## config.mk

```make
export PLATFORM = sky130hd
export DESIGN_NAME = st_packet_channel_arbiter
export DESIGN_NICKNAME = d
export VERILOG_FILES = /design/src/rtl/st_packet_channel_arbiter.sv
export SDC_FILE = /design/constraint.sdc
export NUM_CORES = 1
export LEC_CHECK = 0
export ABC_CLOCK_PERIOD_IN_PS = 3500
export CAP_MARGIN = 5
export CORE_ASPECT_RATIO = 1.25
export CORE_MARGIN = 2
export CORE_UTILIZATION = 38
export CTS_BUF_LIST = sky130_fd_sc_hd__clkbuf_16
export DETAILED_ROUTE_END_ITERATION = 16
export GPL_TIMING_DRIVEN = 0
export MAX_ROUTING_LAYER = met4
export PLACE_DENSITY_LB_ADDON = 0.1
export SYNTH_ARGS = -nofsm -noshare
export SYNTH_HDL_FRONTEND = slang
export SYNTH_SLANG_ARGS = --single-unit
```

## constraint.sdc

```tcl
create_clock -name clk -period 3.5 [get_ports clk]
set_input_delay 0.7 -clock clk [delete_from_list [all_inputs] [get_ports clk]]
set_output_delay 0.7 -clock clk [all_outputs]
set_load 0.02 [all_outputs]
```

## src/rtl/st_packet_channel_arbiter.sv

```systemverilog
// st_packet_channel_arbiter: packet-granular round-robin arbiter onto one channelized Avalon-ST byte stream.
module st_packet_channel_arbiter #(
    parameter int NUM_IN    = 4,
    parameter int DATA_W    = 8,
    parameter int CHANNEL_W = 8
) (
    input  logic                     clk,
    input  logic                     reset,
    input  logic [NUM_IN-1:0]        in_valid,
    input  logic [NUM_IN*DATA_W-1:0] in_data,
    input  logic [NUM_IN-1:0]        in_startofpacket,
    input  logic [NUM_IN-1:0]        in_endofpacket,
    output logic [NUM_IN-1:0]        in_ready,
    input  logic                     out_ready,
    output logic                     out_valid,
    output logic [DATA_W-1:0]        out_data,
    output logic                     out_startofpacket,
    output logic                     out_endofpacket,
    output logic [CHANNEL_W-1:0]     out_channel,
    output logic                     sop_error
);
    localparam int IW = (NUM_IN > 1) ? $clog2(NUM_IN) : 1;

    typedef enum logic {IDLE, LOCKED} state_t;

    state_t            state, state_n;
    logic [IW-1:0]     rr_ptr, rr_n, owner, owner_n, grant, cand;
    logic              has_grant, load, xfer, beat_sop, beat_eop;
    logic [DATA_W-1:0] beat_data;

    function automatic logic [IW-1:0] nxt(input logic [IW-1:0] p);
        return (p == IW'(NUM_IN - 1)) ? '0 : p + 1'b1;
    endfunction

    // Scan downward so the source closest to rr_ptr is written last and wins.
    always_comb begin
        grant     = owner;
        has_grant = (state == LOCKED);
        cand      = '0;
        if (state == IDLE) begin
            for (int i = NUM_IN - 1; i >= 0; i--) begin
                cand = IW'((int'(rr_ptr) + i) % NUM_IN);
                if (in_valid[cand]) begin
                    grant     = cand;
                    has_grant = 1'b1;
                end
            end
        end
    end

    assign load      = out_ready | ~out_valid;
    assign in_ready  = (has_grant & load) ? (NUM_IN'(1) << grant) : '0;
    assign xfer      = in_valid[grant] & in_ready[grant];
    assign beat_data = in_data[grant*DATA_W +: DATA_W];
    assign beat_sop  = in_startofpacket[grant];
    assign beat_eop  = in_endofpacket[grant];

    // In LOCKED grant equals owner, so one rule covers both states.
    always_comb begin
        state_n = state;
        owner_n = owner;
        rr_n    = rr_ptr;
        if (xfer) begin
            if (beat_eop) begin
                state_n = IDLE;
                rr_n    = nxt(grant);
            end else if (state == IDLE) begin
                state_n = LOCKED;
                owner_n = grant;
            end
        end
    end

    always_ff @(posedge clk) begin
        if (reset) begin
            state             <= IDLE;
            rr_ptr            <= '0;
            owner             <= '0;
            out_valid         <= 1'b0;
            out_data          <= '0;
            out_startofpacket <= 1'b0;
            out_endofpacket   <= 1'b0;
            out_channel       <= '0;
            sop_error         <= 1'b0;
        end else begin
            state     <= state_n;
            rr_ptr    <= rr_n;
            owner     <= owner_n;
            sop_error <= xfer & (state == IDLE) & ~beat_sop;
            if (load) begin
                out_valid <= xfer;
                if (xfer) begin
                    out_data          <= beat_data;
                    out_startofpacket <= beat_sop;
                    out_endofpacket   <= beat_eop;
                    out_channel       <= CHANNEL_W'(grant);
                end
            end
        end
    end
endmodule

```

# Yosys cells after proc, flatten, opt, wreduce, memory -nomap -nowiden
# Index checks and enable logic that the tools add are counted.
[classes] bitwise=9 shifts=2 n_reduce_logical=3 n_addsub=4 eq_ne=1 order_cmp=5 n_mux=29
[op_table] cell="$shiftx A32 B6 Y8" n=1
[op_table] cell="$bmux W1 S2" n=8
[op_table] cell="$lt A2 B3 Y1 const B" n=5
[op_table] cell="$mux W1" n=14
[op_table] cell="$mux W2" n=6
[op_table] cell="$add A2 B1 Y2 const B" n=2
[op_table] cell="$add A2 B2 Y2 const B" n=2
[op_table] cell="$and A1 B1 Y1" n=4
[op_table] cell="$mux W4" n=1
[op_table] cell="$not A1 Y1" n=4
[op_table] cell="$reduce_and A2 Y1" n=2
[op_table] cell="$shl A1 B2 Y4 const A" n=1
[op_table] cell="$reduce_and A3 Y1" n=1
[op_table] cell="$eq A2 B2 Y1 const B" n=1
[op_table] cell="$or A1 B1 Y1" n=1
[word_totals] in_bits=47 out_inout_bits=24 reg_bits=19

# Logic depth before layout (Yosys ltp)
[logic_depth] word_depth=15 depth_mapped=18 ltp_nobuf=14

# Worst setup path before layout
# No wires, ideal clock.
[synth_timing] kind="in2reg" start="input in_valid[3]" end="register out_data[3]" cell_stages=17 setup_slack_ns=-0.108 arrival_ns=3.480 cell_sequence="buf_4 nor3b_1 a31oi_1 a222oi_1 o31a_1 buf_6 buf_2 ha_1 nand3_1 o21ai_0 nand2_1 nand3_1 a311oi_1 a211oi_4 buf_6 mux2i_1 nor2_1"
[synth_between] elab_chain_cells=13
[synth_lines] element="from (decl)" line_no="9" rtl="input logic [NUM_IN-1:0] in_valid,"
[synth_lines] element="$bmux W1 S2" line_no="43" rtl="if (in_valid[cand]) begin"
[synth_lines] element="$mux W1 (implied by the code)" line_no="43"
[synth_lines] element="$mux W2 / $mux W1 (equally long branches) (4 in a row)" line_no="43"
[synth_lines] element="$mux W2 / $mux W1 (equally long branches)" line_no="40" rtl="if (state == IDLE) begin"
[synth_lines] element="$shl A1 B2 Y4 / $and A1 B1 Y1 (equally long branches)" line_no="52" rtl="assign in_ready = (has_grant & load) ? (NUM_IN'(1) << grant) : '0;"
[synth_lines] element="$mux W4" line_no="52"
[synth_lines] element="$bmux W1 S2" line_no="53" rtl="assign xfer = in_valid[grant] & in_ready[grant];"
[synth_lines] element="$mux W1 (implied by the code)" line_no="53"
[synth_lines] element="$and A1 B1 Y1" line_no="53"
[synth_lines] element="$reduce_and A2 Y1 (no line)"
[synth_lines] element="to (signal assigned)" line_no="93" rtl="out_data <= beat_data;"
[synth_lines] element="to (decl)" line_no="16" rtl="output logic [DATA_W-1:0] out_data,"
# Several ways; a longest one is shown, not always the timed one. The select of a mux whose other input is x is not followed.
# A chain may end at the register's enable or synchronous reset.

# Worst setup path after layout
[layout_timing] start="input in_valid[0]" end="output in_ready[3]"
[layout_between] elab_chain_cells=9
[layout_lines] element="$bmux W1 S2" line_no="43"
[layout_lines] element="$mux W1 (implied by the code)" line_no="43"
[layout_lines] element="$mux W2 / $mux W1 (equally long branches) (4 in a row)" line_no="43"
[layout_lines] element="$mux W2 / $mux W1 (equally long branches)" line_no="40"
[layout_lines] element="$shl A1 B2 Y4 / $and A1 B1 Y1 (equally long branches)" line_no="52"
[layout_lines] element="$mux W4 *" line_no="52"
[layout_lines] element="to (decl)" line_no="13" rtl="output logic [NUM_IN-1:0] in_ready,"
# Every way passes the cells marked *; elsewhere a longest branch is shown, timed or not. The select of a mux whose other input is x is not followed.

==> results.md <==
- Static leakage: 1.082 nW
- Antenna diodes: 0
- Register area: 380.4 sq um
- Initial Util: 39.17%
- GR Util met3: 3.226%
- Max-cap violation count: 0
- First-pass GRT wire length: 7.113 mm
- I/O Buffers: 62
- Number of global-route vias before repair: 1616
- Clock sink count: 19
- CTS tree: built
- Power Total: 2.525 mW
- Hold Worst Slack: 0.4993 ns
- Total Routing Usage GR: 19.79%
- Setup WS post-layout: 0.1697 ns
- Clock latency on the worst-skew pair: 0.25 ns
- Clock skew: 0.002395 ns
- Site Rows: 26
- Arrival time at the worst endpoint: 2.63 ns
- Reg2reg end: state
- Die width: 61.91 um
- DRT antenna net count: 0
- Hpwl dp: 3.160 mm
- Slew @ Worst Pin: 0.6191 ns
- Inserted Clock Buffers: 3
- Met1 track demand over resource: 22.79%
- CTS Hold Bufs: 0
- FFs w/ async S/R, synth: 0%
- Drt first pass iters: 4
- Largest net degree at the start of global routing: 12
- CTS Root Buffer Type: clkbuf_16
- Cell variety after synth: 46
- Vias per inst: 5.049
- Max-slew violations: 0
- Switching pwr: 1.112 mW
- Fin crit period: 3.330 ns
- Gate power share: 75.6%
- Synth Register Bits: 19
- Layout Nets: 319
- Status: finished, final reports clean
- IO Pins: 71
- TNS Setup: 0 ns
- Hold path depth: 2
- Cell area after synthesis: 0.001593 sq mm
- CP Capture Type: output pin
- Slowest stage delay, CP: 0.41 ns
- Crit Path Max Fanout: 8
- Core Area: 0.004066 sq mm
- Initial antenna violation count: 0
- CP bufs+invs: 7
- Primary FF master, synth: dfxtp_1
- Die H: 76.39 um
- Area of the multi-input gates: 0.001109 sq mm
- Final Wtd Congestion: 0.8436
- Clock power frac: 9.4%
- Fmax: 300.3 MHz
- Worst path depth: 13
- HP Class: reg -> reg
- Top cell family by delay on the critical path: buffers and inverters
- FF-to-FF setup slack: 0.52 ns
- M2 GR Usage: 34.63%
- Switching Fraction: 44.01%
- # DRC: 0
- Critical path type: in -> out
- Final wirelength: 4.203 mm
- Slew HR: 58.45%
- Worst hold path endpoint: out_data[7]
- Syn avg cell area: 8.472 sq um
- Cell internal pwr: 1.414 mW
- Total number of vias: 1646
- Synth Instances: 188
- Total die area: 0.004729 sq mm
- Share of layout cells above drive strength 1: 19.63%
- Slowest stage cell, crit path: a222oi_1
- CP Cell Sequence: dlygate4sd2_1 > buf_6 > nand3b_1 > o211ai_1 > a222oi_1 > o31a_1 > buf_6 > buf_12 > ha_4 > buf_4 > inv_1 > nor2_1 > buf_2
- Initial DRC count: 102
- Most used cell, CP: buf_6
- Synth-to-Final Area Change: 59.07%
- Most crowded layer after global routing: met2
- Final setup fails: 0
- EDFF count, synth: 0
- Clock transition at path regs: 0.06 ns
- Reg2Reg Depth: 15
- Critical path startpoint category: input port
- Pre-CTS setup slack: -0.8838 ns
- Routed len/inst: 12.89 um
- Power density cells: 996.7 mW/mm^2
- Reg power frac: 15.0%
- Final Hold Fails: 0
- Critical Path RT: 2.80 ns
- Maximum vdd ir drop: 0.4689 mV
- H-tree Lvls: 1
- Seq/Total Area, Yosys: 23.88%
- Syn. warnings: 0
- GRT overflow: 0
- Final cell utilization of the core: 62.31%
- Layout filler cell count: 372
- Critical R2R Launch: rr_ptr[1]
- Worst Hold Launch: out_data[7]
- Max Buffers Root-to-Sink: 2
- Period utilization: 95.15%
[cells by family after synthesis]
logic type / after synthesis / share of synthesized area, %
AND/OR/NAND/NOR: 62 / 20.11
multiplexers: 42 / 26.47
AO/OA/AOI/OAI: 36 / 18.15
buffers and inverters: 27 / 10.37
flip-flops: 19 / 23.88
adder cells (fa/ha/maj): 1 / 0.7854
other: 1 / 0.2354
[worst max path at each step]
stage	to	slack, ns	start
floorplan	out_data[3]	0.005	in_valid[3]
global placement	out_data[5]	-0.85	in_valid[1]
detailed placement	out_data[5]	-0.88	in_valid[1]
CTS	out_startofpacket	0.18	in_valid[0]
global route	out_data[0]	-0.006	in_valid[0]
finish	in_ready[3]	0.17	in_valid[0]
[worst min-delay path, stage by stage, from the launching register on]
cell and delay [ns]:
dfxtp_1 0.32, mux2i_1 0.06, nor2_1 0.07
[final cells by class]
type	instances	area share, %
plain buffers	21	6.963
clock buffers	3	2.963
clock inverters	1	0.1975
inverters	5	0.7407
multi-input cells	147	43.75
flip-flops and latches	19	15.01
well taps	56	2.765
repair buffers	74	27.60
[per-stage QoR]
| step | instance area (sq um) | instances |
|---|---|---|
| final | 2534 | 326 |
| after global routing | 2534 | 326 |
| after CTS | 2511 | 323 |
| after detailed placement | 2317 | 311 |
| after global placement | 2317 | 311 |
| after floorplan | 1627 | 193 |
[state kept, by name (all words and copies together) (netlist names)]
signal and cells:
out_channel 2, out_data 8, out_endofpacket 1, out_startofpacket 1, out_valid 1, owner 2, rr_ptr 2, sop_error 1
state 1
[synth_stat cells (all sizes together) (2+ instances only)]
cell | n | area, sq um
and2 | 2 | 12.51
o21ai | 7 | 35.03
a211oi | 6 | 72.57
a32o | 2 | 20.02
nor3b | 5 | 37.54
nand2 | 8 | 30.03
nor2b | 3 | 18.77
clkbuf | 4 | 15.01
buf | 18 | 131.4
nand3b | 3 | 22.52
inv | 5 | 18.76
dfxtp | 19 | 380.4
a311oi | 2 | 17.52
or4 | 2 | 15.01
nand3 | 3 | 15.01
a21oi | 6 | 30.03
mux2i | 41 | 410.4
nand2b | 6 | 37.54
nor2 | 25 | 96.35
nor3 | 3 | 20.02
[cell usage in the layout (no fill, tap or decap), types with 5 or more instances in the layout]
master,synthesis,final
conb_1,1,6
nor2_1,24,24
nor3b_1,5,5
nand2b_1,6,6
buf_4,9,19
a21oi_1,6,6
dfxtp_1,19,19
clkdlybuf4s50_1,0,56
buf_6,3,7
buf_2,6,5
mux2i_1,41,41
nand2_1,8,8
[what timing repair did]
item	in CTS	in global routing
pin swaps	7	4
endpoints found under the setup margin	23	14
setup buffers	8	3
gates cloned	1	0
gates resized for setup	28	1
[metal layers]
metal  part of all wire, %  up-vias
met4                  0.40        0
met2                    52       62
li1                      -      832
met1                    42      750
met3                   5.5        2
met5                     0        -
[power by group through the flow]
stage | clock, mW | combinational (mW) | sequential, mW
after floorplan | 0 | 1.18 | 0.463
after global placement | 0 | 1.73 | 0.380
after detailed placement | 0 | 1.74 | 0.380
after CTS | 0.247 | 1.91 | 0.378
after global routing | 0.251 | 2.07 | 0.391
final | 0.239 | 1.91 | 0.378
No activity file was read; power rests on OpenSTA's default activity.
